==> src/rtl/lsu_pkg.sv <==
// Shared definitions for the load/store unit bus adapter: mem_op encodings,
// FSM state encoding, strobe width and the request legality check.
package lsu_pkg;

   localparam int STRB_W = 4;

   localparam logic [2:0] OP_B  = 3'b000;
   localparam logic [2:0] OP_H  = 3'b001;
   localparam logic [2:0] OP_W  = 3'b010;
   localparam logic [2:0] OP_BU = 3'b100;
   localparam logic [2:0] OP_HU = 3'b101;

   localparam logic [1:0] ST_IDLE = 2'd0;
   localparam logic [1:0] ST_BUS  = 2'd1;
   localparam logic [1:0] ST_WAIT = 2'd2;
   localparam logic [1:0] ST_DONE = 2'd3;

   // Misaligned halfword/word, reserved funct3, or unsigned op used as a store.
   function automatic logic req_bad(input logic we, input logic [2:0] op,
                                    input logic [1:0] addr_lo);
      logic bad;
      case (op)
         OP_B:    bad = 1'b0;
         OP_H:    bad = addr_lo[0];
         OP_W:    bad = (addr_lo != 2'b00);
         OP_BU:   bad = we;
         OP_HU:   bad = we | addr_lo[0];
         default: bad = 1'b1;
      endcase
      return bad;
   endfunction

endpackage

==> src/rtl/lsu_align.sv <==
// Combinational lane logic: store strobe and data replication, load lane
// extraction with sign/zero extension.
module lsu_align
   import lsu_pkg::*;
#(
   parameter int WIDTH = 32
) (
   input  logic [2:0]        i_op,
   input  logic [1:0]        i_addr_lo,
   input  logic [WIDTH-1:0]  i_wdata,
   input  logic [WIDTH-1:0]  i_rword,
   output logic [STRB_W-1:0] o_wstrb,
   output logic [WIDTH-1:0]  o_wdata,
   output logic [WIDTH-1:0]  o_rdata
);

   logic [7:0]  w_byte;
   logic [15:0] w_half;

   assign w_half = i_addr_lo[1] ? i_rword[31:16] : i_rword[15:0];

   // Byte lane select for loads.
   always_comb begin
      case (i_addr_lo)
         2'd0:    w_byte = i_rword[7:0];
         2'd1:    w_byte = i_rword[15:8];
         2'd2:    w_byte = i_rword[23:16];
         default: w_byte = i_rword[31:24];
      endcase
   end

   // Store strobes and lane replication.
   always_comb begin
      case (i_op)
         OP_B: begin
            o_wstrb = 4'b0001 << i_addr_lo;
            o_wdata = {4{i_wdata[7:0]}};
         end
         OP_H: begin
            o_wstrb = 4'b0011 << i_addr_lo;
            o_wdata = {2{i_wdata[15:0]}};
         end
         OP_W: begin
            o_wstrb = 4'b1111;
            o_wdata = i_wdata;
         end
         default: begin
            o_wstrb = 4'b0000;
            o_wdata = i_wdata;
         end
      endcase
   end

   // Load extension.
   always_comb begin
      case (i_op)
         OP_B:    o_rdata = {{24{w_byte[7]}}, w_byte};
         OP_BU:   o_rdata = {24'd0, w_byte};
         OP_H:    o_rdata = {{16{w_half[15]}}, w_half};
         OP_HU:   o_rdata = {16'd0, w_half};
         OP_W:    o_rdata = i_rword;
         default: o_rdata = {WIDTH{1'b0}};
      endcase
   end

endmodule

==> src/rtl/lsu_bus.sv <==
// Load/store unit to single-outstanding memory bus adapter: request latch,
// IDLE/BUS/WAIT/DONE sequencing and registered bus/response outputs.
module lsu_bus
   import lsu_pkg::*;
#(
   parameter int WIDTH = 32
) (
   input  logic              clk,
   input  logic              rst,
   input  logic              req_valid,
   output logic              req_ready,
   input  logic              req_we,
   input  logic [2:0]        req_op,
   input  logic [WIDTH-1:0]  req_addr,
   input  logic [WIDTH-1:0]  req_wdata,
   output logic              resp_valid,
   input  logic              resp_ready,
   output logic [WIDTH-1:0]  resp_rdata,
   output logic              resp_err,
   output logic              bus_req_valid,
   input  logic              bus_req_ready,
   output logic              bus_we,
   output logic [WIDTH-1:0]  bus_addr,
   output logic [WIDTH-1:0]  bus_wdata,
   output logic [STRB_W-1:0] bus_wstrb,
   input  logic              bus_rsp_valid,
   input  logic [WIDTH-1:0]  bus_rsp_rdata,
   input  logic              bus_rsp_err
);

   logic [1:0]        r_state;
   logic              r_we;
   logic [2:0]        r_op;
   logic [1:0]        r_addr_lo;
   logic              r_req_ready;
   logic              r_bus_req_valid;
   logic              r_bus_we;
   logic [WIDTH-1:0]  r_bus_addr;
   logic [WIDTH-1:0]  r_bus_wdata;
   logic [STRB_W-1:0] r_bus_wstrb;
   logic              r_resp_valid;
   logic [WIDTH-1:0]  r_resp_rdata;
   logic              r_resp_err;

   logic              w_accept;
   logic              w_bad;
   logic [2:0]        w_op;
   logic [1:0]        w_addr_lo;
   logic [STRB_W-1:0] w_strb;
   logic [WIDTH-1:0]  w_wdata;
   logic [WIDTH-1:0]  w_rdata;

   // r_req_ready is only ever set while in IDLE, so it doubles as the state qualifier.
   assign w_accept  = req_valid & r_req_ready;
   assign w_bad     = req_bad(req_we, req_op, req_addr[1:0]);
   assign w_op      = (r_state == ST_IDLE) ? req_op : r_op;
   assign w_addr_lo = (r_state == ST_IDLE) ? req_addr[1:0] : r_addr_lo;

   lsu_align #(.WIDTH(WIDTH)) u_align (
      .i_op      (w_op),
      .i_addr_lo (w_addr_lo),
      .i_wdata   (req_wdata),
      .i_rword   (bus_rsp_rdata),
      .o_wstrb   (w_strb),
      .o_wdata   (w_wdata),
      .o_rdata   (w_rdata)
   );

   // Transaction FSM and all registered outputs.
   always_ff @(posedge clk or negedge rst) begin
      if (!rst) begin
         r_state         <= ST_IDLE;
         r_we            <= 1'b0;
         r_op            <= 3'b000;
         r_addr_lo       <= 2'b00;
         r_req_ready     <= 1'b0;
         r_bus_req_valid <= 1'b0;
         r_bus_we        <= 1'b0;
         r_bus_addr      <= {WIDTH{1'b0}};
         r_bus_wdata     <= {WIDTH{1'b0}};
         r_bus_wstrb     <= {STRB_W{1'b0}};
         r_resp_valid    <= 1'b0;
         r_resp_rdata    <= {WIDTH{1'b0}};
         r_resp_err      <= 1'b0;
      end else begin
         case (r_state)
            ST_IDLE: begin
               if (w_accept) begin
                  r_req_ready <= 1'b0;
                  r_we        <= req_we;
                  r_op        <= req_op;
                  r_addr_lo   <= req_addr[1:0];
                  if (w_bad) begin
                     r_state      <= ST_DONE;
                     r_resp_valid <= 1'b1;
                     r_resp_err   <= 1'b1;
                     r_resp_rdata <= {WIDTH{1'b0}};
                  end else begin
                     r_state         <= ST_BUS;
                     r_bus_req_valid <= 1'b1;
                     r_bus_we        <= req_we;
                     r_bus_addr      <= {req_addr[WIDTH-1:2], 2'b00};
                     r_bus_wstrb     <= req_we ? w_strb : {STRB_W{1'b0}};
                     r_bus_wdata     <= req_we ? w_wdata : {WIDTH{1'b0}};
                  end
               end else begin
                  r_req_ready <= 1'b1;
               end
            end
            ST_BUS: begin
               if (bus_req_ready) begin
                  r_state         <= ST_WAIT;
                  r_bus_req_valid <= 1'b0;
                  r_bus_we        <= 1'b0;
                  r_bus_addr      <= {WIDTH{1'b0}};
                  r_bus_wdata     <= {WIDTH{1'b0}};
                  r_bus_wstrb     <= {STRB_W{1'b0}};
               end
            end
            ST_WAIT: begin
               if (bus_rsp_valid) begin
                  r_state      <= ST_DONE;
                  r_resp_valid <= 1'b1;
                  r_resp_err   <= bus_rsp_err;
                  r_resp_rdata <= (r_we | bus_rsp_err) ? {WIDTH{1'b0}} : w_rdata;
               end
            end
            ST_DONE: begin
               if (resp_ready) begin
                  r_state      <= ST_IDLE;
                  r_resp_valid <= 1'b0;
                  r_resp_err   <= 1'b0;
                  r_resp_rdata <= {WIDTH{1'b0}};
                  r_req_ready  <= 1'b1;
               end
            end
            default: begin
               r_state     <= ST_IDLE;
               r_req_ready <= 1'b0;
            end
         endcase
      end
   end

   assign req_ready     = r_req_ready;
   assign bus_req_valid = r_bus_req_valid;
   assign bus_we        = r_bus_we;
   assign bus_addr      = r_bus_addr;
   assign bus_wdata     = r_bus_wdata;
   assign bus_wstrb     = r_bus_wstrb;
   assign resp_valid    = r_resp_valid;
   assign resp_rdata    = r_resp_rdata;
   assign resp_err      = r_resp_err;

endmodule

==> config.mk <==
export PLATFORM = sky130hd
export DESIGN_NAME = lsu_bus
export DESIGN_NICKNAME = d
export VERILOG_FILES = /design/src/rtl/lsu_pkg.sv /design/src/rtl/lsu_align.sv /design/src/rtl/lsu_bus.sv
export SDC_FILE = /design/constraint.sdc
export NUM_CORES = 1
export LEC_CHECK = 0
export CAP_MARGIN = 20
export CORE_MARGIN = 4
export CORE_UTILIZATION = 40
export CTS_CLUSTER_DIAMETER = 120
export DETAILED_ROUTE_END_ITERATION = 8
export PLACE_DENSITY = 0.73
export SLEW_MARGIN = 20
export SYNTH_ARGS = -nofsm -noshare
export SYNTH_HDL_FRONTEND = slang
export SYNTH_SLANG_ARGS = --single-unit
export TNS_END_PERCENT = 1
==> constraint.sdc <==
create_clock -name clk -period 2.8 [get_ports clk]
set_input_delay 0.28 -clock clk [delete_from_list [all_inputs] [get_ports clk]]
set_output_delay 0.28 -clock clk [all_outputs]
set_load 0.02 [all_outputs]
# Word level (Yosys, flattened, before mapping)
# Cells that the tools add are included.
word_totals:
  inputBits: 107
  ff_bits: 113
classes:
  n_eq_ne: 19
  n_mux: 50
  n_reduce_logical: 13
  n_shift: 2
  bitwise_logic: 3
ops:
  columns: ["operator", "n"]
  rows:
  - ["$mux W32", 11]
  - ["$pmux W32 S2", 3]
  - ["$pmux W32 S5", 1]
  - ["$pmux W32 S3", 1]
  - ["$pmux W8 S3", 1]
  - ["$mux W16", 1]
  - ["$mux W4", 4]
  - ["$eq A3 B3 Y1 const B", 4]
  - ["$mux W1", 12]
  - ["$mux W2", 6]
  - ["$ne A2 B2 Y1 const B", 6]
  - ["$pmux W4 S3", 1]
  - ["$pmux W2 S4", 1]
  - ["$pmux W4 S2", 1]
  - ["$reduce_and A4 Y1", 2]
  - ["$eq A2 B2 Y1 const B", 3]
  - ["$eq A3 B1 Y1 const B", 2]
  - ["$eq A3 B2 Y1 const B", 2]
  - ["$logic_not A3 Y1", 2]
  - ["$pmux W1 S2", 3]
  - ["$pmux W1 S3", 2]
  - ["$reduce_bool A2 Y1", 3]
  - ["$pmux W1 S5", 1]
  - ["$reduce_and A5 Y1", 1]
  - ["other kinds (9)", 13]

# Logic depth before layout (Yosys ltp)
logic_depth:
  depth_word: 8
  ltp_mapped: 12
  depth_no_buf: 7

# Cells and area by module
# Synthesis repeated with hierarchy kept, for this count alone.
unflattened:
  hier_cells: 550
  area_unflattened_um2: 6039.5
modules_own_cells:
  columns: ["module", "area_each_um2", "n_inst", "cells_each"]
  rows:
  - ["lsu_bus", 4443.0, 1, 348]
  - ["lsu_align", 1596.5, 1, 202]

# Least setup slack after synthesis
# Ideal clock, no wire load.
synth_path:
  path_type: "register to register"
  startpoint: "reg r_state[0]"
  endpoint: "reg r_resp_rdata[22], in the netlist resp_rdata[22]"
  required_time_ps: 2674
  path_buffers: 5
  stages_incl_launch_ff: 13
  t_arrival_ps: 2205
  slack_ps: 469
  synth_period_minus_slack_ps: 2331
  path_cell_list: "dfrtp_1 -> inv_1 -> ha_1 -> buf_6 -> buf_4 -> nand3b_1 -> a21o_2 -> o311a_1 -> buf_6 -> o21ba_1 -> buf_6 -> buf_8 -> a221o_1"
synth_between:
  elab_chain_len: 8
  elab_cells_between_ends: 25
  cone_classes: "12 x eq/ne; 8 x mux; 5 x reduce/logical"
synth_lines:
  columns: ["item", "line", "text"]
  rows:
  - ["start: declaration", "lsu_bus.sv:31", "logic [1:0] r_state;"]
  - ["start signal: assignment", "lsu_bus.sv:72", "r_state <= ST_IDLE;"]
  - ["start signal: assignment", "lsu_bus.sv:94", "r_state <= ST_DONE;"]
  - ["start signal: assignment", "lsu_bus.sv:99", "r_state <= ST_BUS;"]
  - ["$logic_not A2 Y1", "lsu_bus.sv:56, lsu_bus.sv:57, lsu_bus.sv:86", null]
  - ["$mux W2", "lsu_bus.sv:57", "assign w_addr_lo = (r_state == ST_IDLE) ? req_addr[1:0] : r_addr_lo;"]
  - ["$eq A2 B2 Y1 (tied with other cells)", "lsu_align.sv:24", "case (i_addr_lo)"]
  - ["$pmux W8 S3", "lsu_align.sv:24", null]
  - ["$pmux W32 S5", "lsu_align.sv:56", "case (i_op)"]
  - ["$mux W32", "lsu_bus.sv:125", "r_resp_rdata <= (r_we | bus_rsp_err) ? {WIDTH{1'b0}} : w_rdata;"]
  - ["$mux W32", "lsu_bus.sv:121", "if (bus_rsp_valid) begin"]
  - ["$pmux W32 S3", "lsu_bus.sv:86", "case (r_state)"]
  - ["end signal: assignment", "lsu_bus.sv:83", "r_resp_rdata <= {WIDTH{1'b0}};"]
  - ["end signal: assignment", "lsu_bus.sv:125", null]
  - ["end signal: assignment", "lsu_bus.sv:133", "r_resp_rdata <= {WIDTH{1'b0}};"]
  - ["end: declaration", "lsu_bus.sv:42", "logic [WIDTH-1:0] r_resp_rdata;"]
# Parallel ways exist; a longest one is shown, timed or not. The select of a mux whose other input is x is not followed.
# A chain may end at the register's enable or synchronous reset.

# Final worst setup path
layout_path:
  startpoint: "reg r_state[1]"
  endpoint: "reg r_resp_rdata[24], in the netlist resp_rdata[24]"
# The elaborated chain is that of the path after synthesis.

==> results_dict.tcl <==
set metrics [dict create \
    rr_startpoint "r_state[1]" \
    first_pass_iters 7 \
    ys_seq_area_share_pct 50.78 \
    reg2regPathDepth 9 \
    drt-total-wl_um 17540 \
    hp-class "primary input to asynchronous set/reset pin" \
    io-pin-count 212 \
    dp_cells 903 \
    row_count 42 \
    start_util_pct 41.14 \
    p_int_uw 4930 \
    drive_above_1_share_pct 9.893 \
    synth_edf_count 0 \
    post-route-min-period_ns 2.590 \
    antenna_found_initial 0 \
    ys.flop_type "dfrtp_1" \
    grt_start_max_net_pins 58 \
    first_iter_violations 361 \
    cp_max_fo 16 \
    fmax_mhz 386.1 \
    dp_hpwl_um 12950 \
    p_per_area_nw_per_um2 1040 \
    synthCells 532 \
    place_area_um2 7776 \
    route.vias.total 5071 \
    fin_setup_tns_ns 0 \
    finalNetCount 854 \
    cap_violations 0 \
    synthArstFlopShare_pct 100.0 \
    status "completed" \
    io_buffers 209 \
    cts-root-buf "clkbuf_16" \
    drtAntennaViolNets 0 \
    cts_max_level 3 \
    period_share_pct 92.51 \
    r2r_end "resp_rdata[24]" \
    power_frac_clock_pct 14.7 \
    hold_slack_ns 0.4044 \
    antenna_cells 0 \
    path_clk_slew_ns 0.07 \
    dieArea_um2 15610 \
    clock_skew_ns 0.005011 \
    grt_pass1_vias 5207 \
    p_switching_uw 3511 \
    area_growth_pct 48.31 \
    routed_via_density 5.488 \
    setup_viol 0 \
    startpoint "r_state[1]" \
    final_hold_viol_count 0 \
    multi_input_area_um2 2435 \
    worstMarginPinSlew_ns 0.8528 \
    layoutNonFillerInstCount 924 \
    startpoint_type "flip-flop" \
    clockBufferDepth 2 \
    grt_first_pass_wirelength_um 28330 \
    die_width_um 124.9 \
    die_h_um 124.9 \
    grt_usage_pct 22.19 \
    critPathArrivalTime_ns 2.88 \
    wl_per_cell_um 18.98 \
    crit_end "resp_rdata[24]" \
    place.gp.congestion 0.9460 \
    synthesis.area_um2 5470 \
    rsz0062_at_grt "no" \
    r2r_setup_slack_ns 0.21 \
    fillers 1114 \
    p_leak_uw 0.003489 \
    avgSynthCellArea_um2 10.28 \
    design_area_um2 8113 \
    cp.required_ns 3.09 \
    ys_warn_count 0 \
    end_kind "flip-flop" \
    cts-buffers-inserted 9 \
    coreArea_um2 13300 \
    ff_latch_area_um2 2778 \
    dp_slack_ns 0.2309 \
    p_seq_share_pct 29.7 \
    setup_ws_ns 0.2098 \
    drv_slew 0 \
    clk_latency_ns 0.35 \
    synth_seq_cells 111 \
    gr-total-overflow 0 \
    cts_sinks 111 \
    cts.repair.resized 0 \
    drc 0 \
    cts_tree "done" \
    synthDistinctLibCells 58 \
    ir_worst_vdd_mv 0.4415 \
    critPathKind "flip-flop to flip-flop" \
    netSwitchingFraction_pct 41.59 \
    relSlewSlack_pct 43.03 \
    combPwrFrac_pct 55.6 \
]
==> through the flow <==
step           util, %  total power, uW
6_report         61.02             8441
5_1_grt          61.02             8977
4_1_cts          60.70             8416
3_5_place_dp     58.49             7153
3_3_place_gp     58.49             7038
2_1_floorplan        -             5240
==> cells by family after synthesis <==
| logic type | Yosys count | synth area share (%) |
|---|---|---|
| buf+inv | 48 | 4.803 |
| mux | 34 | 6.656 |
| simple gates | 154 | 13.86 |
| compound gates | 180 | 22.92 |
| fa+ha+maj | 4 | 0.9149 |
| flops | 111 | 50.78 |
| other cells | 1 | 0.06855 |
==> cell usage after synthesis, types with 2 or more instances <==
library cell	count	share of area (%)
buf_2	12	1.1
nand2_1	81	5.6
a21oi_1	22	2.0
buf_6	6	1.2
mux2_2	8	1.6
nand3_1	3	0.27
a2111oi_0	7	1.1
mux2i_1	24	4.4
a21boi_2	2	0.41
o311a_1	2	0.37
nor2_1	12	0.82
dfrtp_1	111	51
o21ai_1	59	5.4
inv_1	5	0.34
nand3b_1	3	0.41
o21ai_0	20	1.8
ha_1	4	0.91
a22o_1	19	3.0
buf_4	3	0.41
a221oi_1	15	2.4
nor3_1	9	0.82
clkbuf_1	20	1.4
a221o_1	17	3.1
or3b_1	3	0.48
nand2b_1	32	3.7
==> sequential cells by signal, indices dropped and copies added (netlist names) <==
signal         cells
r_op               3
bus_wstrb          4
r_we               1
r_addr_lo          2
r_state            2
resp_rdata        32
bus_wdata         32
bus_we             1
req_ready          1
bus_addr          30
bus_req_valid      1
resp_err           1
resp_valid         1
==> worst min path at each step <==
stage	startpoint	to	cells past startpoint
6_report	rst	bus_wdata[21]	2
5_1_grt	rst	bus_wdata[25]	2
4_1_cts	rst	bus_wdata[25]	2
3_5_place_dp	rst	bus_wdata[25]	1
3_3_place_gp	rst	bus_wdata[25]	1
2_1_floorplan	rst	bus_addr[10]	0
==> what timing repair did <==
action                                  in CTS  in global routing
endpoints found under the hold margin       29                  0
hold buffers                                 1                  0
setup buffers                                0                  4
endpoints found under the setup margin       0                  1
==> per-layer routing <==
layer	share of wire [%]	track usage [%]	vias up
met4	1.4	5.995	0
met1	43	29.95	2474
met3	7.8	5.714	20
met2	47	35.85	226
li1	-	-	2351
met5	0	0	-
==> power by group through the flow <==
stage / clock, uW / combinational [uW] / sequential (uW)
2_1_floorplan: 0 / 2200 / 3040
3_3_place_gp: 0 / 4540 / 2500
3_5_place_dp: 0 / 4630 / 2530
4_1_cts: 1270 / 4640 / 2510
5_1_grt: 1340 / 5070 / 2570
6_report: 1240 / 4690 / 2510
==> layout make-up <==
cell class	count	area share (%)
well taps	176	2.714
multi-input cells	374	30.01
flip-flops and latches	111	34.24
clock buffers	10	2.946
inverters	5	0.2313
clock inverters	6	0.5552
repair buffers	242	29.30
==> cell usage in the layout (no fill, tap or decap), types with 2 or more instances in the layout <==
master	n
nor2_1	12
mux2_2	8
a221oi_1	15
a221o_1	17
a22o_1	18
ha_1	4
buf_12	3
a21oi_1	22
dfrtp_1	111
clkinv_2	2
inv_1	5
nand3b_1	3
clkinvlp_4	2
nand2_1	81
a2111oi_0	7
nor3_1	9
o21ai_1	59
o21ai_0	20
conb_1	2
or3b_1	3
buf_4	30
mux2i_1	24
nand3_1	3
clkbuf_16	9
a21boi_2	2
clkdlybuf4s50_1	208
o311a_1	2
nand2b_1	32
==> worst max-delay path: stages, from the launching register on <==
cell and delay, ns:
dfrtp_1 0.42, inv_1 0.10, ha_1 0.29, buf_4 0.21
or3b_1 0.40, a21boi_2 0.18, o311a_1 0.39, o21ba_1 0.19
buf_4 0.21, a221o_1 0.14
No activity file was read; power rests on OpenSTA's default activity.
